File: config.mk
export PLATFORM = sky130hd
export DESIGN_NAME = alu_macro_seq_flat
export DESIGN_NICKNAME = d
export VERILOG_FILES = /design/src/rtl/alu_pkg.sv /design/src/rtl/alu_macro_seq_if.sv /design/src/rtl/alu_macro_decode.sv /design/src/rtl/alu_macro_seq.sv /design/src/flat_wrapper.sv
export SDC_FILE = /design/constraint.sdc
export NUM_CORES = 1
export LEC_CHECK = 0
export BUFFER_PORTS_ARGS = -buffer_cell sky130_fd_sc_hd__buf_2
export CORE_UTILIZATION = 37
export CTS_CLUSTER_DIAMETER = 60
export DETAILED_ROUTE_END_ITERATION = 10
export PLACE_DENSITY = 0.58
export SLEW_MARGIN = 20
export SYNTH_ARGS = -nofsm -noshare
export SYNTH_HDL_FRONTEND = slang
export SYNTH_SLANG_ARGS = --single-unit
File: constraint.sdc
create_clock -name clk -period 3.2 [get_ports clk]
set_input_delay 0.8 -clock clk [delete_from_list [all_inputs] [get_ports clk]]
set_output_delay 0.8 -clock clk [all_outputs]
set_load 0.02 [all_outputs]
File: src/rtl/alu_pkg.sv
// alu_pkg
// Shared definitions for the ALU macro sequencer: ALU op codes, macro
// opcodes, sequencer FSM states, operand source selects and flag bit
// positions. Imported by the interface, decoder and sequencer.
package alu_pkg;

    localparam int DATA_WIDTH_DEF = 16;
    localparam int SHAMT_W_DEF    = 4;

    // Positions inside the 3-bit {zero,neg,carry} flag vector.
    localparam int FLAG_ZERO  = 2;
    localparam int FLAG_NEG   = 1;
    localparam int FLAG_CARRY = 0;

    typedef enum logic [1:0] {
        ALU_NOR  = 2'b00,
        ALU_ADD  = 2'b01,
        ALU_PASS = 2'b10,
        ALU_SHR  = 2'b11
    } alu_op_e;

    typedef enum logic [2:0] {
        MAC_NOR   = 3'b000,
        MAC_ADD   = 3'b001,
        MAC_MOV   = 3'b010,
        MAC_SHR1  = 3'b011,
        MAC_NOT   = 3'b100,
        MAC_SUB   = 3'b101,
        MAC_SHRN  = 3'b110,
        MAC_ILLEG = 3'b111
    } mac_opc_e;

    typedef enum logic [1:0] {
        ST_IDLE = 2'b00,
        ST_EXEC = 2'b01,
        ST_DONE = 2'b10
    } seq_state_e;

    // Where each ALU operand comes from during a pass.
    typedef enum logic [2:0] {
        SRC_ZERO = 3'd0,
        SRC_A    = 3'd1,
        SRC_B    = 3'd2,
        SRC_TEMP = 3'd3,
        SRC_ONE  = 3'd4
    } src_e;

endpackage

File: src/rtl/alu_macro_seq_if.sv
// alu_macro_seq_if
// Bundles the command handshake, the result handshake and the ALU-facing
// bus of the macro sequencer.
//   cmd_*  : macro command in (valid/ready)
//   res_*  : result out (valid/ready) with flags and illegal-opcode error
//   alu_*  : operands/op out to the combinational ALU, result/flags back
// Modports: slave = sequencer side, master = environment (command source,
// result sink and ALU).
interface alu_macro_seq_if #(
    parameter int DATA_WIDTH = 16,
    parameter int SHAMT_W    = 4
);
    logic                  cmd_valid;
    logic                  cmd_ready;
    logic [2:0]            cmd_opc;
    logic [DATA_WIDTH-1:0] cmd_a;
    logic [DATA_WIDTH-1:0] cmd_b;
    logic [SHAMT_W-1:0]    cmd_shamt;

    logic [DATA_WIDTH-1:0] alu_in1;
    logic [DATA_WIDTH-1:0] alu_in2;
    logic [1:0]            alu_op;
    logic [DATA_WIDTH-1:0] alu_res;
    logic [2:0]            alu_flag;

    logic                  res_valid;
    logic                  res_ready;
    logic [DATA_WIDTH-1:0] res_data;
    logic [2:0]            res_flag;
    logic                  res_err;

    modport slave (
        input  cmd_valid, cmd_opc, cmd_a, cmd_b, cmd_shamt,
        output cmd_ready,
        output alu_in1, alu_in2, alu_op,
        input  alu_res, alu_flag,
        output res_valid, res_data, res_flag, res_err,
        input  res_ready
    );

    modport master (
        output cmd_valid, cmd_opc, cmd_a, cmd_b, cmd_shamt,
        input  cmd_ready,
        input  alu_in1, alu_in2, alu_op,
        output alu_res, alu_flag,
        input  res_valid, res_data, res_flag, res_err,
        output res_ready
    );

endinterface

File: src/rtl/alu_macro_decode.sv
// alu_macro_decode
// Combinational pass table: maps (macro opcode, pass step, shift amount)
// to the ALU op, the operand source selects and whether this pass is the
// last one of the macro.
//   opc       : latched macro opcode
//   step      : current pass index (0-based)
//   shamt     : latched shift count (SHRN only)
//   alu_op    : ALU operation for this pass
//   in1_sel   : source of ALU data_in1
//   in2_sel   : source of ALU data_in2
//   last_pass : this pass produces the final result/flags
module alu_macro_decode
    import alu_pkg::*;
#(
    parameter int SHAMT_W = 4
) (
    input  mac_opc_e           opc,
    input  logic [SHAMT_W-1:0] step,
    input  logic [SHAMT_W-1:0] shamt,
    output alu_op_e            alu_op,
    output src_e               in1_sel,
    output src_e               in2_sel,
    output logic               last_pass
);

    always_comb begin
        alu_op    = ALU_NOR;
        in1_sel   = SRC_ZERO;
        in2_sel   = SRC_ZERO;
        last_pass = 1'b1;
        case (opc)
            MAC_NOR: begin
                alu_op  = ALU_NOR;
                in1_sel = SRC_A;
                in2_sel = SRC_B;
            end
            MAC_ADD: begin
                alu_op  = ALU_ADD;
                in1_sel = SRC_A;
                in2_sel = SRC_B;
            end
            MAC_MOV: begin
                alu_op  = ALU_PASS;
                in1_sel = SRC_A;
            end
            MAC_SHR1: begin
                alu_op  = ALU_SHR;
                in2_sel = SRC_B;
            end
            MAC_NOT: begin
                alu_op  = ALU_NOR;
                in1_sel = SRC_A;
                in2_sel = SRC_A;
            end
            MAC_SUB: begin
                // Two's complement of b is built in temp, then added to a.
                if (step == SHAMT_W'(0)) begin
                    alu_op    = ALU_NOR;
                    in1_sel   = SRC_B;
                    in2_sel   = SRC_B;
                    last_pass = 1'b0;
                end else if (step == SHAMT_W'(1)) begin
                    alu_op    = ALU_ADD;
                    in1_sel   = SRC_TEMP;
                    in2_sel   = SRC_ONE;
                    last_pass = 1'b0;
                end else begin
                    alu_op  = ALU_ADD;
                    in1_sel = SRC_A;
                    in2_sel = SRC_TEMP;
                end
            end
            MAC_SHRN: begin
                if (shamt == SHAMT_W'(0)) begin
                    // Zero shift still needs one pass so flags reflect b.
                    alu_op  = ALU_PASS;
                    in1_sel = SRC_B;
                end else begin
                    alu_op    = ALU_SHR;
                    in2_sel   = (step == SHAMT_W'(0)) ? SRC_B : SRC_TEMP;
                    last_pass = (step == shamt - SHAMT_W'(1));
                end
            end
            default: begin
                alu_op = ALU_NOR;
            end
        endcase
    end

endmodule

File: src/rtl/alu_macro_seq.sv
// alu_macro_seq
// Multi-pass command sequencer in front of a 16-bit combinational ALU.
// Accepts a macro command, runs one ALU pass per cycle (feeding results
// back through temp) and presents the final result and final-pass flags.
//   clk  : rising-edge clock
//   rst  : asynchronous active-high reset
//   bus  : alu_macro_seq_if.slave (cmd handshake, ALU bus, res handshake)
//
// state | meaning
// IDLE  | ready for a command
// EXEC  | one ALU pass per cycle, temp <= alu_res
// DONE  | result valid, held until res_ready
module alu_macro_seq
    import alu_pkg::*;
#(
    parameter int DATA_WIDTH = DATA_WIDTH_DEF,
    parameter int SHAMT_W    = SHAMT_W_DEF
) (
    input logic              clk,
    input logic              rst,
    alu_macro_seq_if.slave   bus
);

    seq_state_e            state, next_state;
    mac_opc_e              opc_q;
    logic [DATA_WIDTH-1:0] a_q, b_q, temp;
    logic [SHAMT_W-1:0]    shamt_q, step;
    logic [DATA_WIDTH-1:0] res_data_q;
    logic [2:0]            res_flag_q;
    logic                  res_err_q;

    alu_op_e               dec_op;
    src_e                  dec_in1, dec_in2;
    logic                  dec_last;

    logic                  cmd_ready_c, res_valid_c;
    alu_op_e               alu_op_c;
    logic [DATA_WIDTH-1:0] alu_in1_c, alu_in2_c;

    mac_opc_e              cmd_opc_c;
    assign cmd_opc_c = mac_opc_e'(bus.cmd_opc);

    alu_macro_decode #(.SHAMT_W(SHAMT_W)) u_decode (
        .opc       (opc_q),
        .step      (step),
        .shamt     (shamt_q),
        .alu_op    (dec_op),
        .in1_sel   (dec_in1),
        .in2_sel   (dec_in2),
        .last_pass (dec_last)
    );

    function automatic logic [DATA_WIDTH-1:0] src_mux(
        input src_e                  sel,
        input logic [DATA_WIDTH-1:0] a,
        input logic [DATA_WIDTH-1:0] b,
        input logic [DATA_WIDTH-1:0] t
    );
        case (sel)
            SRC_A:    return a;
            SRC_B:    return b;
            SRC_TEMP: return t;
            SRC_ONE:  return DATA_WIDTH'(1);
            default:  return '0;
        endcase
    endfunction

    always_ff @(posedge clk or posedge rst) begin
        if (rst) begin
            state <= ST_IDLE;
        end else begin
            state <= next_state;
        end
    end

    always_comb begin
        next_state  = state;
        cmd_ready_c = 1'b0;
        res_valid_c = 1'b0;
        alu_op_c    = ALU_NOR;
        alu_in1_c   = '0;
        alu_in2_c   = '0;
        case (state)
            ST_IDLE: begin
                // Held low while in reset so nothing looks accepted then.
                cmd_ready_c = ~rst;
                if (bus.cmd_valid) begin
                    next_state = (cmd_opc_c == MAC_ILLEG) ? ST_DONE : ST_EXEC;
                end
            end
            ST_EXEC: begin
                alu_op_c  = dec_op;
                alu_in1_c = src_mux(dec_in1, a_q, b_q, temp);
                alu_in2_c = src_mux(dec_in2, a_q, b_q, temp);
                if (dec_last) begin
                    next_state = ST_DONE;
                end
            end
            ST_DONE: begin
                res_valid_c = 1'b1;
                if (bus.res_ready) begin
                    next_state = ST_IDLE;
                end
            end
            default: begin
                next_state = ST_IDLE;
            end
        endcase
    end

    always_ff @(posedge clk or posedge rst) begin
        if (rst) begin
            opc_q      <= MAC_NOR;
            a_q        <= '0;
            b_q        <= '0;
            shamt_q    <= '0;
            step       <= '0;
            temp       <= '0;
            res_data_q <= '0;
            res_flag_q <= '0;
            res_err_q  <= 1'b0;
        end else begin
            case (state)
                ST_IDLE: begin
                    if (bus.cmd_valid) begin
                        opc_q     <= cmd_opc_c;
                        a_q       <= bus.cmd_a;
                        b_q       <= bus.cmd_b;
                        shamt_q   <= bus.cmd_shamt;
                        step      <= '0;
                        temp      <= '0;
                        res_err_q <= 1'b0;
                        if (cmd_opc_c == MAC_ILLEG) begin
                            res_data_q            <= '0;
                            res_flag_q            <= '0;
                            res_flag_q[FLAG_ZERO] <= 1'b1;
                            res_err_q             <= 1'b1;
                        end
                    end
                end
                ST_EXEC: begin
                    temp <= bus.alu_res;
                    step <= step + SHAMT_W'(1);
                    if (dec_last) begin
                        res_data_q <= bus.alu_res;
                        res_flag_q <= bus.alu_flag;
                    end
                end
                default: begin
                end
            endcase
        end
    end

    assign bus.cmd_ready = cmd_ready_c;
    assign bus.res_valid = res_valid_c;
    assign bus.res_data  = res_data_q;
    assign bus.res_flag  = res_flag_q;
    assign bus.res_err   = res_err_q;
    assign bus.alu_op    = alu_op_c;
    assign bus.alu_in1   = alu_in1_c;
    assign bus.alu_in2   = alu_in2_c;

endmodule
File: src/flat_wrapper.sv
// flat-port wrapper written by rule: the top's interface ports become plain ports
module alu_macro_seq_flat import alu_pkg::*;
#(
    parameter int DATA_WIDTH = DATA_WIDTH_DEF,
    parameter int SHAMT_W    = SHAMT_W_DEF
)
  (clk, rst, bus_cmd_valid, bus_cmd_opc, bus_cmd_a, bus_cmd_b, bus_cmd_shamt, bus_cmd_ready, bus_alu_in1, bus_alu_in2, bus_alu_op, bus_alu_res, bus_alu_flag, bus_res_valid, bus_res_data, bus_res_flag, bus_res_err, bus_res_ready);
  alu_macro_seq_if #(.DATA_WIDTH(DATA_WIDTH), .SHAMT_W(SHAMT_W)) bus_i ();
  input logic clk;
  input logic rst;
  input wire logic [$bits(bus_i.cmd_valid)-1:0] bus_cmd_valid;
  input wire logic [$bits(bus_i.cmd_opc)-1:0] bus_cmd_opc;
  input wire logic [$bits(bus_i.cmd_a)-1:0] bus_cmd_a;
  input wire logic [$bits(bus_i.cmd_b)-1:0] bus_cmd_b;
  input wire logic [$bits(bus_i.cmd_shamt)-1:0] bus_cmd_shamt;
  output wire logic [$bits(bus_i.cmd_ready)-1:0] bus_cmd_ready;
  output wire logic [$bits(bus_i.alu_in1)-1:0] bus_alu_in1;
  output wire logic [$bits(bus_i.alu_in2)-1:0] bus_alu_in2;
  output wire logic [$bits(bus_i.alu_op)-1:0] bus_alu_op;
  input wire logic [$bits(bus_i.alu_res)-1:0] bus_alu_res;
  input wire logic [$bits(bus_i.alu_flag)-1:0] bus_alu_flag;
  output wire logic [$bits(bus_i.res_valid)-1:0] bus_res_valid;
  output wire logic [$bits(bus_i.res_data)-1:0] bus_res_data;
  output wire logic [$bits(bus_i.res_flag)-1:0] bus_res_flag;
  output wire logic [$bits(bus_i.res_err)-1:0] bus_res_err;
  input wire logic [$bits(bus_i.res_ready)-1:0] bus_res_ready;
  assign bus_i.cmd_valid = bus_cmd_valid;
  assign bus_i.cmd_opc = bus_cmd_opc;
  assign bus_i.cmd_a = bus_cmd_a;
  assign bus_i.cmd_b = bus_cmd_b;
  assign bus_i.cmd_shamt = bus_cmd_shamt;
  assign bus_cmd_ready = bus_i.cmd_ready;
  assign bus_alu_in1 = bus_i.alu_in1;
  assign bus_alu_in2 = bus_i.alu_in2;
  assign bus_alu_op = bus_i.alu_op;
  assign bus_i.alu_res = bus_alu_res;
  assign bus_i.alu_flag = bus_alu_flag;
  assign bus_res_valid = bus_i.res_valid;
  assign bus_res_data = bus_i.res_data;
  assign bus_res_flag = bus_i.res_flag;
  assign bus_res_err = bus_i.res_err;
  assign bus_i.res_ready = bus_res_ready;
  alu_macro_seq #(.DATA_WIDTH(DATA_WIDTH), .SHAMT_W(SHAMT_W)) u_core (.clk(clk), .rst(rst), .bus(bus_i));
endmodule
### Word-level counts from Yosys, hierarchy flattened

Cells that the tools add are included.

| storage, ports and cells | value |
|---|---|
| flip-flop bits (word level) | 81 |
| output and inout bits | 56 |
| word-level logic and storage cells | 88 |

| cells by class | value |
|---|---|
| $add $sub $neg | 2 |
| eq/ne operators | 23 |
| multiplexer cells | 41 |
| bitwise operators | 1 |
| reduce and logical (&&, ||, !) cells | 11 |

Operators by type and width:

| operator | number |
|---|---|
| 16-bit one-hot mux with 4 select lines | 2 |
| 16-bit 2-to-1 mux | 6 |
| 16-bit one-hot mux with 2 select lines | 2 |
| 2-bit 2-to-1 mux | 9 |
| 3-bit equality test, second input constant | 5 |
| 3-bit 2-to-1 mux | 5 |
| 3-bit by 2-bit equality test with 1-bit output, second input constant | 4 |
| 2-bit one-hot mux with 3 select lines | 2 |
| 3-bit one-hot mux with 4 select lines | 1 |
| 2-bit one-hot mux with 5 select lines | 1 |
| 1-bit 2-to-1 mux | 9 |
| 4-bit logical NOT | 2 |
| 4-bit one-hot mux with 2 select lines | 1 |
| 2-bit equality test, second input constant | 3 |
| 3-bit by 1-bit equality test with 1-bit output, second input constant | 2 |
| 3-bit one-hot mux with 2 select lines | 1 |
| 4-bit by 1-bit adder with 4-bit output, second input constant | 1 |
| 2-bit by 1-bit equality test with 1-bit output, second input constant | 2 |
| 4-bit by 1-bit equality test with 1-bit output, second input constant | 1 |
| 4-bit equality test | 1 |
| 4-bit 2-to-1 mux | 1 |
| 2-bit by 1-bit inequality test with 1-bit output, second input constant | 2 |
| 2-bit inequality test, second input constant | 2 |
| 2-bit AND reduction | 2 |
| other kinds (11) | 11 |

### Depth between registers and ports, before layout

| depth | value |
|---|---|
| word-level depth | 7 |
| depth in mapped cells | 9 |
| depth with buffers taken out | 7 |

### Cells and area by module

Synthesis repeated with hierarchy kept, for this count alone.

| unflattened totals | value |
|---|---|
| cells, all modules | 493 |
| area total of the unflattened synthesis | 4360.4 um^2 |

Modules (own cells, without submodules):

| module | instances | cells each | area an instance (um^2) | seq. area each (um^2) |
|---|---|---|---|---|
| alu_macro_seq | 1 | 458 | 4086.4 | 2026.9 |
| alu_macro_decode | 1 | 35 | 274.0 | 0.0 |

### Least setup slack after synthesis

OpenSTA, ideal clock, no wires.

| timing | value |
|---|---|
| path type | reg-to-output |
| start point | register u_core.step[1] |
| end point | output bus_alu_in2[0] |
| arrival time | 2236 ps |
| data required time | 2400 ps |
| slack | 164 ps |
| stages on the path, launching flop included | 8 |
| path buffers | 1 |
| cells stage by stage | dfrtp_1 inv_1 ha_1 or3b_1 nor3_4 buf_2 a21oi_1 a311oi_1 |

| between the ends | value |
|---|---|
| word-level cells in the longest chain between the ends | 7 |
| elaborated cells between the ends (all ways) | 13 |

Ends and longest elaborated chain:

| element | line | source |
|---|---|---|
| start, declared | alu_macro_seq.sv:27 | `logic [SHAMT_W-1:0] shamt_q, step;` |
| start signal, assigned | alu_macro_seq.sv:143 | `step <= step + SHAMT_W'(1);` |
| 4-bit by 1-bit equality test with 1-bit output or 4-bit logical NOT (tied branches) | alu_macro_decode.sv:62, alu_macro_decode.sv:57, alu_macro_decode.sv:80 |  |
| 3-bit 2-to-1 mux or 1-bit 2-to-1 mux (tied branches) | alu_macro_decode.sv:62, alu_macro_decode.sv:80 |  |
| 3-bit 2-to-1 mux or 2-bit 2-to-1 mux (tied branches) | alu_macro_decode.sv:57, alu_macro_decode.sv:74 |  |
| 3-bit one-hot mux with 4 select lines * | alu_macro_decode.sv:31 | `case (opc)` |
| 3-bit equality test, or another cell as far along | alu_macro_seq.sv:59 | `case (sel)` |
| 16-bit one-hot mux with 4 select lines * | alu_macro_seq.sv:59 |  |
| 16-bit 2-to-1 mux * | alu_macro_seq.sv:83 | `case (state)` |
| end, declared | flat_wrapper.sv:18 | `output wire logic [$bits(bus_i.alu_in2)-1:0] bus_alu_in2;` |

Mark *: on every way between the ends. The rest lies on a longest branch, timed or not.

### Worst setup path after layout

| timing | value |
|---|---|
| start point | register u_core.step[1] |
| end point | output bus_alu_in1[5] |

| between the ends | value |
|---|---|
| word-level cells in the longest chain between the ends | 7 |
| elaborated cells between the ends (all ways) | 11 |

Ends and longest elaborated chain:

| element | line | source |
|---|---|---|
| 4-bit by 1-bit equality test with 1-bit output | alu_macro_decode.sv:62 | `end else if (step == SHAMT_W'(1)) begin` |
| 2-bit 2-to-1 mux | alu_macro_decode.sv:62 |  |
| 2-bit 2-to-1 mux * | alu_macro_decode.sv:57 | `if (step == SHAMT_W'(0)) begin` |
| 2-bit one-hot mux with 3 select lines * | alu_macro_decode.sv:31 |  |
| 2-bit by 3-bit equality test with 1-bit output, or another cell as far along | alu_macro_seq.sv:59 |  |
| 16-bit one-hot mux with 4 select lines * | alu_macro_seq.sv:59 |  |
| 16-bit 2-to-1 mux * | alu_macro_seq.sv:83 |  |
| end, declared | flat_wrapper.sv:17 | `output wire logic [$bits(bus_i.alu_in1)-1:0] bus_alu_in1;` |

Marked as above.

==> impl_metrics.ini <==
[run_status]
status = complete, but fails checks
violations = setup timing

[yosys]
ys_ff_latch = 81
syn-cell-area_mm2 = 0.00431
syn_nets = 484
ys_warn_count = 0
yosys.area.top_type_share = 0.470
syn_inst = 417
async_reset_ff_frac = 1.00
syn_avg_cell_area_um2 = 10.3
synth_area_leader_cell = dfrtp_1
synth_area_leaders = dfrtp_1 (47%), mux2_2 (9.7%), o21ai_0 (3.9%)
synth_cell_type_count = 46
synth_flop_cell = dfrtp_1
synth-seq-area-share = 0.470
synth_edf_count = 0

[finish]
nets = 614
final_core_util = 0.497
final_common_cell = buf_2
antenna_cells = 0
multi_input_comb_area_mm2 = 0.00218
mostFrequentLayoutCells = buf_2 (115), dfrtp_1 (77), nand2_1 (40)
stdcell_count = 695
syn_to_final_growth_pct = 31.2
fill_cells = 1065
drive_above_1_share = 0.453
seqCellArea_mm2 = 0.00203

[clock_network]
worstSkewPairLatency_ns = 0.34
cts_tree = done
clockBufferDepth = 2
htreeDepth = 3
cts-root-buf = clkbuf_16
clkTransAtPathRegs_ns = 0.06
cts_inserted_buffers = 9
numClockSinks = 81

[setup_path]
start_kind = flip-flop
critPathBufInv = 4
critical_path_class = reg2out
cp_max_fo = 7
arrival_ns = 2.42
cp_slowest_cell = dfrtp_1
worst_setup_path_end_kind = primary output
critical_path.cell_chain = inv_2 > ha_4 > buf_6 > o211ai_1 > a21oi_2 > buf_6 > a222oi_1 > nor2_1 > buf_4
required_ns = 2.40
slowest_delay_ns = 0.41
cpLargestDelayFamily = compound AO/OA/AOI/OAI gates
crit_path_frequent_cell = buf_6

[route]
wl_mm = 12.5
viasPerCell = 5.58
drt-initial-drc-count = 414
ant_nets = 0
route.detailed.drc = 0
wl_per_cell_um = 18.0
first_pass_iters = 7
num_vias = 3881

[place]
gp_congestion = 0.920
dp_slack_ns = 0.0356
dp.final_hpwl_mm = 8.38
dp.cells = 665
io_buffers = 117

[sta]
layout_min_cycle_time_ns = 3.22
rsz0062_at_grt = yes
tightestPinTransition_ns = 0.670
fin_ws_ns = -0.0228
post-route-period-util = 1.01
max_freq_ghz = 0.310
final-hold-violation-count = 0
setup_viol = 1
hold_slack_ns = 0.490
clock_skew_ns = 0.00844
maxSlewHeadroom = 0.553
slew_viol_final = 0

[floorplanning]
chipWidth_um = 110
ioPinCount = 118
die_y_um = 110
core_area_mm2 = 0.0114
dieArea_mm2 = 0.0121
rows = 39
initial_core_util = 0.379

[hold_path]
hp-class = reg2reg

[grt]
grt_pass1_vias = 3575
gr-total-overflow = 0
grt_util_all_layers = 0.209
antenna_found_initial = 1
grt_max_degree = 82
grt_pass1_wl_mm = 18.9

[power]
finalPower_w = 0.00620
leakage_nw = 2.66
ir_drop_mv = 0.456
powerDensity_mw_per_mm2 = 1100

[flow_run]
maxCapViolations = 0
==> worst paths after layout <==
kind                                               from                      end  slack (ns)  cells past startpoint
min in group asynchronous                           rst   u_core.bus.res_flag[0]        0.56                      3
max in group asynchronous                           rst          u_core.opc_q[0]        2.30                      3
worst max-delay path                     u_core.step[1]           bus_alu_in1[5]       -0.02                      9
worst min-delay path            u_core.bus.res_data[15]  u_core.bus.res_data[15]        0.49                      1
worst min register to register  u_core.bus.res_data[15]  u_core.bus.res_data[15]        0.49                      1
worst max register to register           u_core.step[2]   u_core.bus.res_flag[2]        1.08                      6
==> kinds of logic after synthesis <==
kind of cell / after synthesis / share of synthesized area
flip-flops: 81 / 0.470
AO/OA/AOI/OAI: 136 / 0.231
AND/OR/NAND/NOR: 94 / 0.109
adder cells (fa/ha/maj): 5 / 0.0145
multiplexers: 40 / 0.104
XOR/XNOR: 8 / 0.0197
buffers and inverters: 53 / 0.0508
==> power by group <==
part           internal [W]  total (W)  switching [W]
registers           0.00150    0.00200       0.000504
clock network      0.000611    0.00106       0.000446
logic               0.00139    0.00314        0.00175
total               0.00350    0.00620        0.00270
==> synthesized netlist by cell type, types with 4 or more instances <==
master	n
mux2_2	37
dfrtp_1	81
nand2_1	41
a21oi_1	21
o21ai_0	34
o221a_2	15
o21a_1	16
a21o_1	4
a222oi_1	16
buf_2	16
clkbuf_1	13
xor2_1	4
nor3_1	4
nor2_1	23
inv_1	23
ha_1	5
o31ai_1	16
==> repair_timing <==
item                                    4_1_cts  5_1_grt
hold buffers                                  0        0
gates resized for setup                       8       23
setup buffers                                 4        9
pin swaps                                     1        9
gates cloned                                  0        1
endpoints found under the setup margin       32       32
==> through the flow <==
stage / TNS (ns) / cell area, um2
after CTS: 0 / 5480
after global routing: -0.706 / 5650
final: -0.0228 / 5650
after floorplan: 0 / 4310
after detailed placement: 0 / 5110
after global placement: 0 / 5110
==> routing by layer <==
metal / vias to the layer above / part of all wire / GRT usage
met5: - / 0.0010 / 0
met4: 2 / 0.021 / 0.0771
met3: 28 / 0.093 / 0.0474
met2: 208 / 0.45 / 0.302
met1: 1849 / 0.44 / 0.302
li1: 1794 / - / -
==> final cells by class <==
class	instances	area share
multi-input combinational	284	0.386
sequential	81	0.359
timing repair buffer	148	0.154
clock buffer	9	0.0398
tap	143	0.0316
inverter	23	0.0155
clock inverter	7	0.0137
==> state kept, by name, summed over array words and instances, names as in the netlist <==
name	cells
u_core.b_q	16
u_core.a_q	16
u_core.state	2
u_core.bus.res_data	16
u_core.step	4
u_core.bus.res_flag	3
u_core.shamt_q	4
u_core.bus.res_err	1
u_core.opc_q	3
u_core.temp	16
Note: power is estimated with default switching activity, not from simulation.
